**src/rtl/router_fsm.sv**
```systemverilog
// router_fsm: 1x3 router packet-sequencing FSM; ROUTER_FSM_WAIT_TIMEOUT_EN adds a WAIT_TILL_EMPTY abort timer.
module router_fsm #(
  parameter int TIMEOUT_CYCLES = 32
) (
  input  logic       clk,
  input  logic       reset,
  input  logic       pkt_valid,
  input  logic [1:0] data_in,
  input  logic       fifo_full,
  input  logic       fifo_empty_0,
  input  logic       fifo_empty_1,
  input  logic       fifo_empty_2,
  input  logic       soft_reset_0,
  input  logic       soft_reset_1,
  input  logic       soft_reset_2,
  input  logic       parity_done,
  input  logic       low_pkt_valid,
  output logic       detect_add,
  output logic       lfd_state,
  output logic       ld_state,
  output logic       laf_state,
  output logic       full_state,
  output logic       write_enb_reg,
  output logic       rst_int_reg,
  output logic       busy,
  output logic       timeout_err
);
  typedef enum logic [2:0] {
    DECODE_ADDRESS,
    LOAD_FIRST_DATA,
    LOAD_DATA,
    LOAD_PARITY,
    FIFO_FULL_STATE,
    LOAD_AFTER_FULL,
    WAIT_TILL_EMPTY,
    CHECK_PARITY_ERROR
  } state_t;
  if (TIMEOUT_CYCLES < 2 || TIMEOUT_CYCLES > 255) begin : g_bad_timeout
    $error("TIMEOUT_CYCLES out of range 2..255");
  end
  state_t state, next;
  logic [1:0] addr_q;
  logic tgt_empty, tgt_soft, hdr_empty, tmo;
  assign tgt_empty = addr_q == 2'd0 ? fifo_empty_0 : addr_q == 2'd1 ? fifo_empty_1 :
                     addr_q == 2'd2 ? fifo_empty_2 : 1'b1;
  assign tgt_soft  = addr_q == 2'd0 ? soft_reset_0 : addr_q == 2'd1 ? soft_reset_1 :
                     addr_q == 2'd2 ? soft_reset_2 : 1'b0;
  // The header decision must use the incoming address, addr_q is only loaded on that same edge
  assign hdr_empty = data_in == 2'd0 ? fifo_empty_0 : data_in == 2'd1 ? fifo_empty_1 : fifo_empty_2;
`ifdef ROUTER_FSM_WAIT_TIMEOUT_EN
  logic [7:0] cnt;
  logic       tmo_q;
  assign tmo = state == WAIT_TILL_EMPTY && !tgt_soft && !tgt_empty && cnt == 8'(TIMEOUT_CYCLES - 1);
  assign timeout_err = tmo_q;
  always_ff @(posedge clk) begin
    if (reset) begin
      cnt   <= 8'd0;
      tmo_q <= 1'b0;
    end else begin
      cnt   <= state == WAIT_TILL_EMPTY ? cnt + 8'd1 : 8'd0;
      tmo_q <= tmo;
    end
  end
`else
  assign tmo = 1'b0;
  assign timeout_err = 1'b0;
`endif
  always_ff @(posedge clk) begin
    if (reset) begin
      state  <= DECODE_ADDRESS;
      addr_q <= 2'd3;
    end else begin
      state <= next;
      if (state == DECODE_ADDRESS && pkt_valid) addr_q <= data_in;
    end
  end
  always_comb begin
    next = state;
    case (state)
      DECODE_ADDRESS:     if (pkt_valid && data_in != 2'd3) next = hdr_empty ? LOAD_FIRST_DATA : WAIT_TILL_EMPTY;
      WAIT_TILL_EMPTY:    if (tgt_empty) next = LOAD_FIRST_DATA;
      LOAD_FIRST_DATA:    next = LOAD_DATA;
      LOAD_DATA:          next = fifo_full ? FIFO_FULL_STATE : !pkt_valid ? LOAD_PARITY : LOAD_DATA;
      FIFO_FULL_STATE:    if (!fifo_full) next = LOAD_AFTER_FULL;
      LOAD_AFTER_FULL:    next = parity_done ? DECODE_ADDRESS : low_pkt_valid ? LOAD_PARITY : LOAD_DATA;
      LOAD_PARITY:        next = CHECK_PARITY_ERROR;
      CHECK_PARITY_ERROR: next = fifo_full ? FIFO_FULL_STATE : DECODE_ADDRESS;
      default:            next = DECODE_ADDRESS;
    endcase
    if ((state != DECODE_ADDRESS && tgt_soft) || tmo) next = DECODE_ADDRESS;
  end
  assign detect_add    = state == DECODE_ADDRESS;
  assign lfd_state     = state == LOAD_FIRST_DATA;
  assign ld_state      = state == LOAD_DATA;
  assign laf_state     = state == LOAD_AFTER_FULL;
  assign full_state    = state == FIFO_FULL_STATE;
  assign rst_int_reg   = state == CHECK_PARITY_ERROR;
  assign write_enb_reg = state == LOAD_DATA || state == LOAD_AFTER_FULL || state == LOAD_PARITY;
  assign busy          = !(state == DECODE_ADDRESS || state == LOAD_DATA);
endmodule
```
**config.mk**
```make
export PLATFORM = sky130hd
export DESIGN_NAME = router_fsm
export DESIGN_NICKNAME = d
export VERILOG_FILES = /design/src/rtl/router_fsm.sv
export SDC_FILE = /design/constraint.sdc
export NUM_CORES = 1
export LEC_CHECK = 0
export CORE_AREA = 2 2 39 41
export CTS_CLUSTER_DIAMETER = 80
export DETAILED_ROUTE_END_ITERATION = 8
export DIE_AREA = 0 0 41 43
export PLACE_DENSITY = 0.69
export SYNTH_ARGS = -nofsm -noshare
export SYNTH_HDL_FRONTEND = slang
export SYNTH_SLANG_ARGS = --single-unit
```
**constraint.sdc**
```tcl
create_clock -name clk -period 3.16 [get_ports clk]
set_input_delay 0.632 -clock clk [delete_from_list [all_inputs] [get_ports clk]]
set_output_delay 0.632 -clock clk [all_outputs]
set_load 0.03 [all_outputs]
```
# After elaboration in Yosys (flattened, before gate mapping)
# Index checks and enable logic that the tools add are counted.
[totals] latch_bits=0 elab_cells=47 memories=0 romBits=0 ramBits=0 ff_bits=5 output_inout_bits=9
[op_classes] add_sub_neg=0 shifts=0 order_cmp=0 mux=18 div_mod_pow=0 multipliers=0 n_eq_ne=14 bitwise=0 reduce_logical=13
[op_table] op="case mux 3 bit (8 select lines)" n=1
[op_table] op="two-way mux 3 bit" n=6
[op_table] op="== test 3 bit, second input constant" n=4
[op_table] op="two-way mux 1 bit" n=10
[op_table] op="== test 3 x 2 -> 1 bit, second input constant" n=2
[op_table] op="inequality test 2 bit, second input constant" n=3
[op_table] op="== test 2 x 1 -> 1 bit, second input constant" n=2
[op_table] op="zero test 2 bit" n=2
[op_table] op="== test 3 x 1 -> 1 bit, second input constant" n=1
[op_table] op="logical AND 1 bit" n=3
[op_table] op="zero test 3 bit" n=1
[op_table] op="logical OR 1 bit" n=3
[op_table] op="AND reduction 3 bit" n=1
[op_table] op="nonzero test 3 bit" n=1
[op_table] op="== test 2 bit, second input constant" n=1
[op_table] op="two-way mux 2 bit" n=1
[op_table] op="inequality test 2 x 1 -> 1 bit, second input constant" n=1
[op_table] op="OR reduction 2 bit" n=1
[op_table] op="zero test 1 bit" n=1

# Longest topological paths before layout
# Gate-level depths: netlist of run 1.
[logic_depth] ltp_word=6 mapped_depth=5 depth_no_buf=4

# Least setup slack after synthesis of run 1
# No wires, ideal clock.
[synth_path] path_kind="register -> output" from="register state[0]" to="output ld_state" path_stages_with_launch=4 arrival_ns=1.278 n_path_buf=1 slack_ns=1.250 path_cell_list="dfxtp_1 > buf_6 > or2_1 > nor2_1"
[synth_between] elab_chain_len=1
[synth_rtl] item="start, declared" line_no="41" source="state_t state, next;"
[synth_rtl] item="start signal, assigned" line_no="73" source="state <= next;"
[synth_rtl] item="== test 3 x 2 -> 1 bit" line_no="94" source="assign ld_state = state == LOAD_DATA;"
[synth_rtl] item="end, declared" line_no="20" source="output logic ld_state,"
# Every way passes these cells.

# Final worst setup path of run 1
[layout_path] from="register state[2]" to="output full_state"
[layout_between] elab_chain_len=1
[layout_rtl] item="== test 3 bit" line_no="96" source="assign full_state = state == FIFO_FULL_STATE;"
[layout_rtl] item="end, declared" line_no="22" source="output logic full_state,"
# Every way passes these cells.

==> impl_metrics.env, run 1 <==
export IMPL_status="complete, no violations"
export IMPL_final_common_cell="clkdlybuf4s50_1"
export IMPL_period_share_pct=80.7
export IMPL_endpoint_kind="output port"
export IMPL_ys_ff_latch=5
export IMPL_n_antenna_cell=0
export IMPL_placement_io_buffers=21
export IMPL_wire_per_inst_um=11.9
export IMPL_synth_warning_count=0
export IMPL_drt_iter0_drc=7
export IMPL_io_pins=23
export IMPL_place_congestion=0.700
export IMPL_drv_slew=0
export IMPL_synth_avg_cell_area_um2=8.12
export IMPL_fin_worst_skew_ps=1.83
export IMPL_synth_cell_types=32
export IMPL_vdd_drop_max_mv=0.309
export IMPL_vias=465
export IMPL_routed_wl_um=1070
export IMPL_final_hold_violation_count=0
export IMPL_cts_tree="done"
export IMPL_ys_seq_area_share_pct=23.3
export IMPL_hold_class="reg -> reg"
export IMPL_setup_ws_ps=611
export IMPL_crit_fanout=10
export IMPL_htreeDepth=1
export IMPL_cp_start_kind="flop"
export IMPL_final_layout_size_suffix_gt1_share_pct=9.46
export IMPL_grt_first_pass_wirelength_um=1770
export IMPL_rsz0062_at_grt="no"
export IMPL_cts_hold_buf=0
export IMPL_clkTransAtPathRegs_ps=40
export IMPL_root_buffer="clkbuf_4"
export IMPL_dieWidth_um=41
export IMPL_power_density_nw_per_um2=942
export IMPL_ys_async_sr_fraction_pct=0
export IMPL_nNetsFinal=89
export IMPL_syn_num_nets=67
export IMPL_setup_viol=0
export IMPL_area_growth_synth_to_final_pct=51.5
export IMPL_cp_required_ps=2530
export IMPL_hold_slack_ps=563
export IMPL_drv_cap=0
export IMPL_track_usage_pct=14.5
export IMPL_clk_insertion_delay_late_ps=240
export IMPL_grt_max_degree=13
export IMPL_route_detailed_drc=0
export IMPL_worst_setup_path_type="reg -> out"
export IMPL_p_leak_uw=0.000258
export IMPL_finalSetupTns_ps=0
export IMPL_start_util_pct=31.1
export IMPL_cp_arrival_ps=1920
export IMPL_grt_pass1_vias=443
export IMPL_fin_crit_ps=2550
export IMPL_overflow=0
export IMPL_rows=14
export IMPL_max_freq_mhz=392
export IMPL_synth_edf_count=0
export IMPL_cts_buffer_depth=2
export IMPL_dp_hpwl_um=898
export IMPL_synth_top_flop_cell="dfxtp_1"
export IMPL_mappedNetlistArea_um2=430
export IMPL_numCtsBuffers=3
export IMPL_final_cell_mix="21 x clkdlybuf4s50_1, 6 x and3_1, 5 x dfxtp_1"
export IMPL_viasPerCell=5.17
export IMPL_power_total_uw=614
export IMPL_grtUsageMet2_pct=27.5
export IMPL_core_area_um2=1380
export IMPL_first_pass_iters=4
export IMPL_syn_inst=53
export IMPL_ant_nets=0
export IMPL_pre_cts_ws_ps=876
export IMPL_cts_resized=0
export IMPL_n_fill_cell=143
export IMPL_post_cts_buffers=0
export IMPL_cts_sinks=5
export IMPL_die_y_um=43
export IMPL_use_met3_pct=3.14
export IMPL_antenna_found_initial=0
export IMPL_grt_use_met1_pct=15.2
export IMPL_grt_busiest_layer="met2"
export IMPL_die_area_um2=1760
==> power breakdown <==
group | leakage [µW] | switching (µW) | internal (µW)
sequential | 0.0000412 | 58.6 | 88.9
clock | 0.0000150 | 24.0 | 47.6
combinational | 0.000201 | 210 | 184
==> state kept, by name (all words and copies together) (netlist names) <==
signal,cells
state,3
addr_q,2
==> final cells by class <==
type,instances,area [µm²],area share [%]
Timing Repair Buffer,21,210,32.2
Sequential cell,5,100,15.4
Clock buffer,4,26.3,4.03
Tap cell,16,20.0,3.07
Inverter,2,7.51,1.15
Multi-Input combinational cell,42,288,44.1
==> synth_stat cells, types with 2 or more instances <==
| master | number | area (µm²) |
|---|---|---|
| nor2_1 | 4 | 15.0 |
| inv_1 | 2 | 7.51 |
| nand2_1 | 2 | 7.51 |
| nand3_1 | 2 | 10.0 |
| buf_6 | 2 | 22.5 |
| nand2b_1 | 2 | 12.5 |
| nor3_1 | 2 | 10.0 |
| dfxtp_1 | 5 | 100 |
| a21oi_1 | 2 | 10.0 |
| o21ai_0 | 2 | 10.0 |
| and3_1 | 6 | 37.5 |
| a211o_1 | 2 | 17.5 |
==> final timing paths <==
kind	startpoint	to	slack, ps	cells after the start
setup / recovery	state[2]$_SDFFE_PP0P_	full_state	610	3
hold / removal	addr_q[0]$_SDFFE_PP1P_	addr_q[0]$_SDFFE_PP1P_	560	1
setup reg to reg	state[0]$_SDFFE_PP0P_	state[2]$_SDFFE_PP0P_	1620	4
hold reg to reg	addr_q[0]$_SDFFE_PP1P_	addr_q[0]$_SDFFE_PP1P_	560	1
==> layer usage <==
| layer | vias to the layer above | share of wire (%) |
|---|---|---|
| met2 | 18 | 51 |
| met4 | 0 | 0 |
| met3 | 0 | 5.9 |
| met1 | 207 | 43 |
| li1 | 240 | - |
| met5 | - | 0 |
==> logic make-up after synthesis <==
| logic type | after synthesis | synth area share (%) |
|---|---|---|
| compound gates | 14 | 24.7 |
| fa+ha+maj | 1 | 2.33 |
| buf+inv | 6 | 9.88 |
| flops | 5 | 23.3 |
| mux | 2 | 4.94 |
| other cells | 1 | 0.871 |
| simple gates | 24 | 34.0 |
==> critical path: stages (launching register included) <==
cell and delay, ps:
dfxtp_1 500, inv_1 140, nor3_1 320, clkdlybuf4s50_1 730
==> through the flow <==
stage	instances	utilization [%]	instance area, µm²
6_report	90	47.1	652
5_1_grt	90	47.1	652
4_1_cts	90	47.1	652
3_5_place_dp	86	45.2	626
3_3_place_gp	86	45.2	626
2_1_floorplan	53	-	430
Note: power is estimated with default switching activity, not from simulation.
==> run 2: changes to the inputs <==
- CORE_AREA: 2 2 39 41 -> unset
- CORE_UTILIZATION: unset -> 33
- DIE_AREA: 0 0 41 43 -> unset
- PLACE_DENSITY: 0.69 -> 0.73
- clock period: 3.16 -> 2.25 ns (I/O delays scaled with it)
==> impl_metrics.env, run 2 (same netlist as run 1, synthesis figures left out) <==
export IMPL_status="complete, no violations"
export IMPL_max_freq_mhz=464
export IMPL_io_pins=23
export IMPL_cp_num_buf_inv=2
export IMPL_route_detailed_drc=0
export IMPL_cp_arrival_ps=1710
export IMPL_start_util_pct=37.2
export IMPL_n_antenna_cell=0
export IMPL_utilization_pct=57.4
export IMPL_cp_start_kind="flop"
export IMPL_viasPerCell=5.46
export IMPL_n_fill_cell=122
export IMPL_cp_required_ps=1800
export IMPL_hold_depth=1
export IMPL_setup_viol=0
export IMPL_cts_buffer_depth=2
export IMPL_place_congestion=0.802
export IMPL_final_cell_mix="19 x clkdlybuf4s50_1, 6 x and3_1, 4 x nor2_1, 4 x dfxtp_1, 3 x clkbuf_4"
export IMPL_final_layout_size_suffix_gt1_share_pct=13.2
export IMPL_reg_top3="state x3, addr_q x2"
export IMPL_fin_worst_skew_ps=5.12
export IMPL_die_area_um2=1450
export IMPL_overflow=0
export IMPL_numCtsBuffers=3
export IMPL_endpoint_kind="output port"
export IMPL_placement_io_buffers=21
export IMPL_period_share_pct=95.8
export IMPL_routed_wl_um=1100
export IMPL_vdd_drop_max_mv=0.693
export IMPL_area_growth_synth_to_final_pct=54.1
export IMPL_final_common_cell="clkdlybuf4s50_1"
export IMPL_drv_cap=0
export IMPL_grt_first_pass_wirelength_um=1720
export IMPL_crit_family="buffers and inverters"
export IMPL_antenna_found_initial=0
export IMPL_rows=12
export IMPL_root_buffer="clkbuf_4"
export IMPL_finalSetupTns_ps=0
export IMPL_final_hold_violation_count=0
export IMPL_drv_slew=0
export IMPL_cts_tree="done"
export IMPL_fin_crit_ps=2160
export IMPL_wire_per_inst_um=12.3
export IMPL_hold_class="reg -> reg"
export IMPL_clkTransAtPathRegs_ps=50
export IMPL_first_pass_iters=4
export IMPL_cpPeakStageDelay_ps=660
export IMPL_grt_max_degree=13
export IMPL_p_leak_uw=0.000277
export IMPL_path_depth=4
export IMPL_dp_hpwl_um=822
export IMPL_htreeDepth=1
export IMPL_post_cts_buffers=0
export IMPL_largest_reg_flops=3
export IMPL_crit_slowest_cell="clkdlybuf4s50_1"
export IMPL_clk_insertion_delay_late_ps=250
export IMPL_cts_sinks=5
export IMPL_crit_fanout=7
export IMPL_die_y_um=38.1
export IMPL_rsz0062_at_grt="no"
export IMPL_track_usage_pct=17.3
export IMPL_cts_hold_buf=0
export IMPL_ant_nets=0
export IMPL_worst_setup_path_type="reg -> out"
export IMPL_vias=491
export IMPL_grt_pass1_vias=416
export IMPL_power_density_nw_per_um2=1340
export IMPL_reg2regPathDepth=5
export IMPL_power_total_uw=887
export IMPL_cp_cell_sequence="buf_4 > and3_1 > nand2b_1 > clkdlybuf4s50_1"
export IMPL_dieWidth_um=38.1
export IMPL_nNetsFinal=91
export IMPL_drt_iter0_drc=10
export IMPL_largest_register="state"
export IMPL_core_area_um2=1160
run 2: cell count changes in the layout (fill, tap and decap cells not counted), sizes merged:
cell,previous run,this run
dlygate4sd2,0,2
buf,0,2
clkdlybuf4s50,21,19
run 2: through the flow:
stage	worst slack (ps)	hold slack, ps	std cells	area (µm²)
after floorplan	454	499	53	430
after global placement	249	565	86	638
after detailed placement	220	556	86	638
after CTS	9.30	568	90	662
after global routing	20.7	589	90	663
final	94.3	563	90	663
run 2: timing repair:
| action | in CTS | in global routing |
|---|---|---|
| hold endpoints to repair | 0 | 0 |
| pin swaps | 0 | 0 |
| endpoints found under the setup margin | 2 | 1 |
| gates resized for setup | 2 | 1 |
run 2: worst reg2reg max path: stages, from the launching register on:
cell and delay, ps:
dfxtp_1 320, buf_4 170, or4b_1 500, o22ai_1 140
a31oi_1 100, a221oi_2 240
run 2: layer usage:
layer	GRT usage, %	up-vias	share of wire (%)
met5	0	-	0
met4	9.82	0	1.2
met3	5.81	4	7.0
met2	28.4	20	48
met1	19.1	222	44
li1	-	245	-
run 2: layout make-up:
cell class / count / area, µm² / area share, %
multi-input combinational: 42 / 288 / 43.4
timing repair buffer: 23 / 223 / 33.6
sequential: 5 / 101 / 15.3
clock buffer: 4 / 26.3 / 3.96
tap: 14 / 17.5 / 2.64
inverter: 2 / 7.51 / 1.13
run 2: where the power goes:
group          switching [µW]  internal [µW]
logic                     321            267
clock network            41.8           67.3
registers                63.4            127
run 2: final timing paths:
path | from | to | slack [ps]
worst max register to register | state[2]$_SDFFE_PP0P_ | state[2]$_SDFFE_PP0P_ | 700
worst min register to register | addr_q[0]$_SDFFE_PP1P_ | addr_q[0]$_SDFFE_PP1P_ | 560
worst min-delay path | addr_q[0]$_SDFFE_PP1P_ | addr_q[0]$_SDFFE_PP1P_ | 560
worst max-delay path | state[2]$_SDFFE_PP0P_ | write_enb_reg | 90
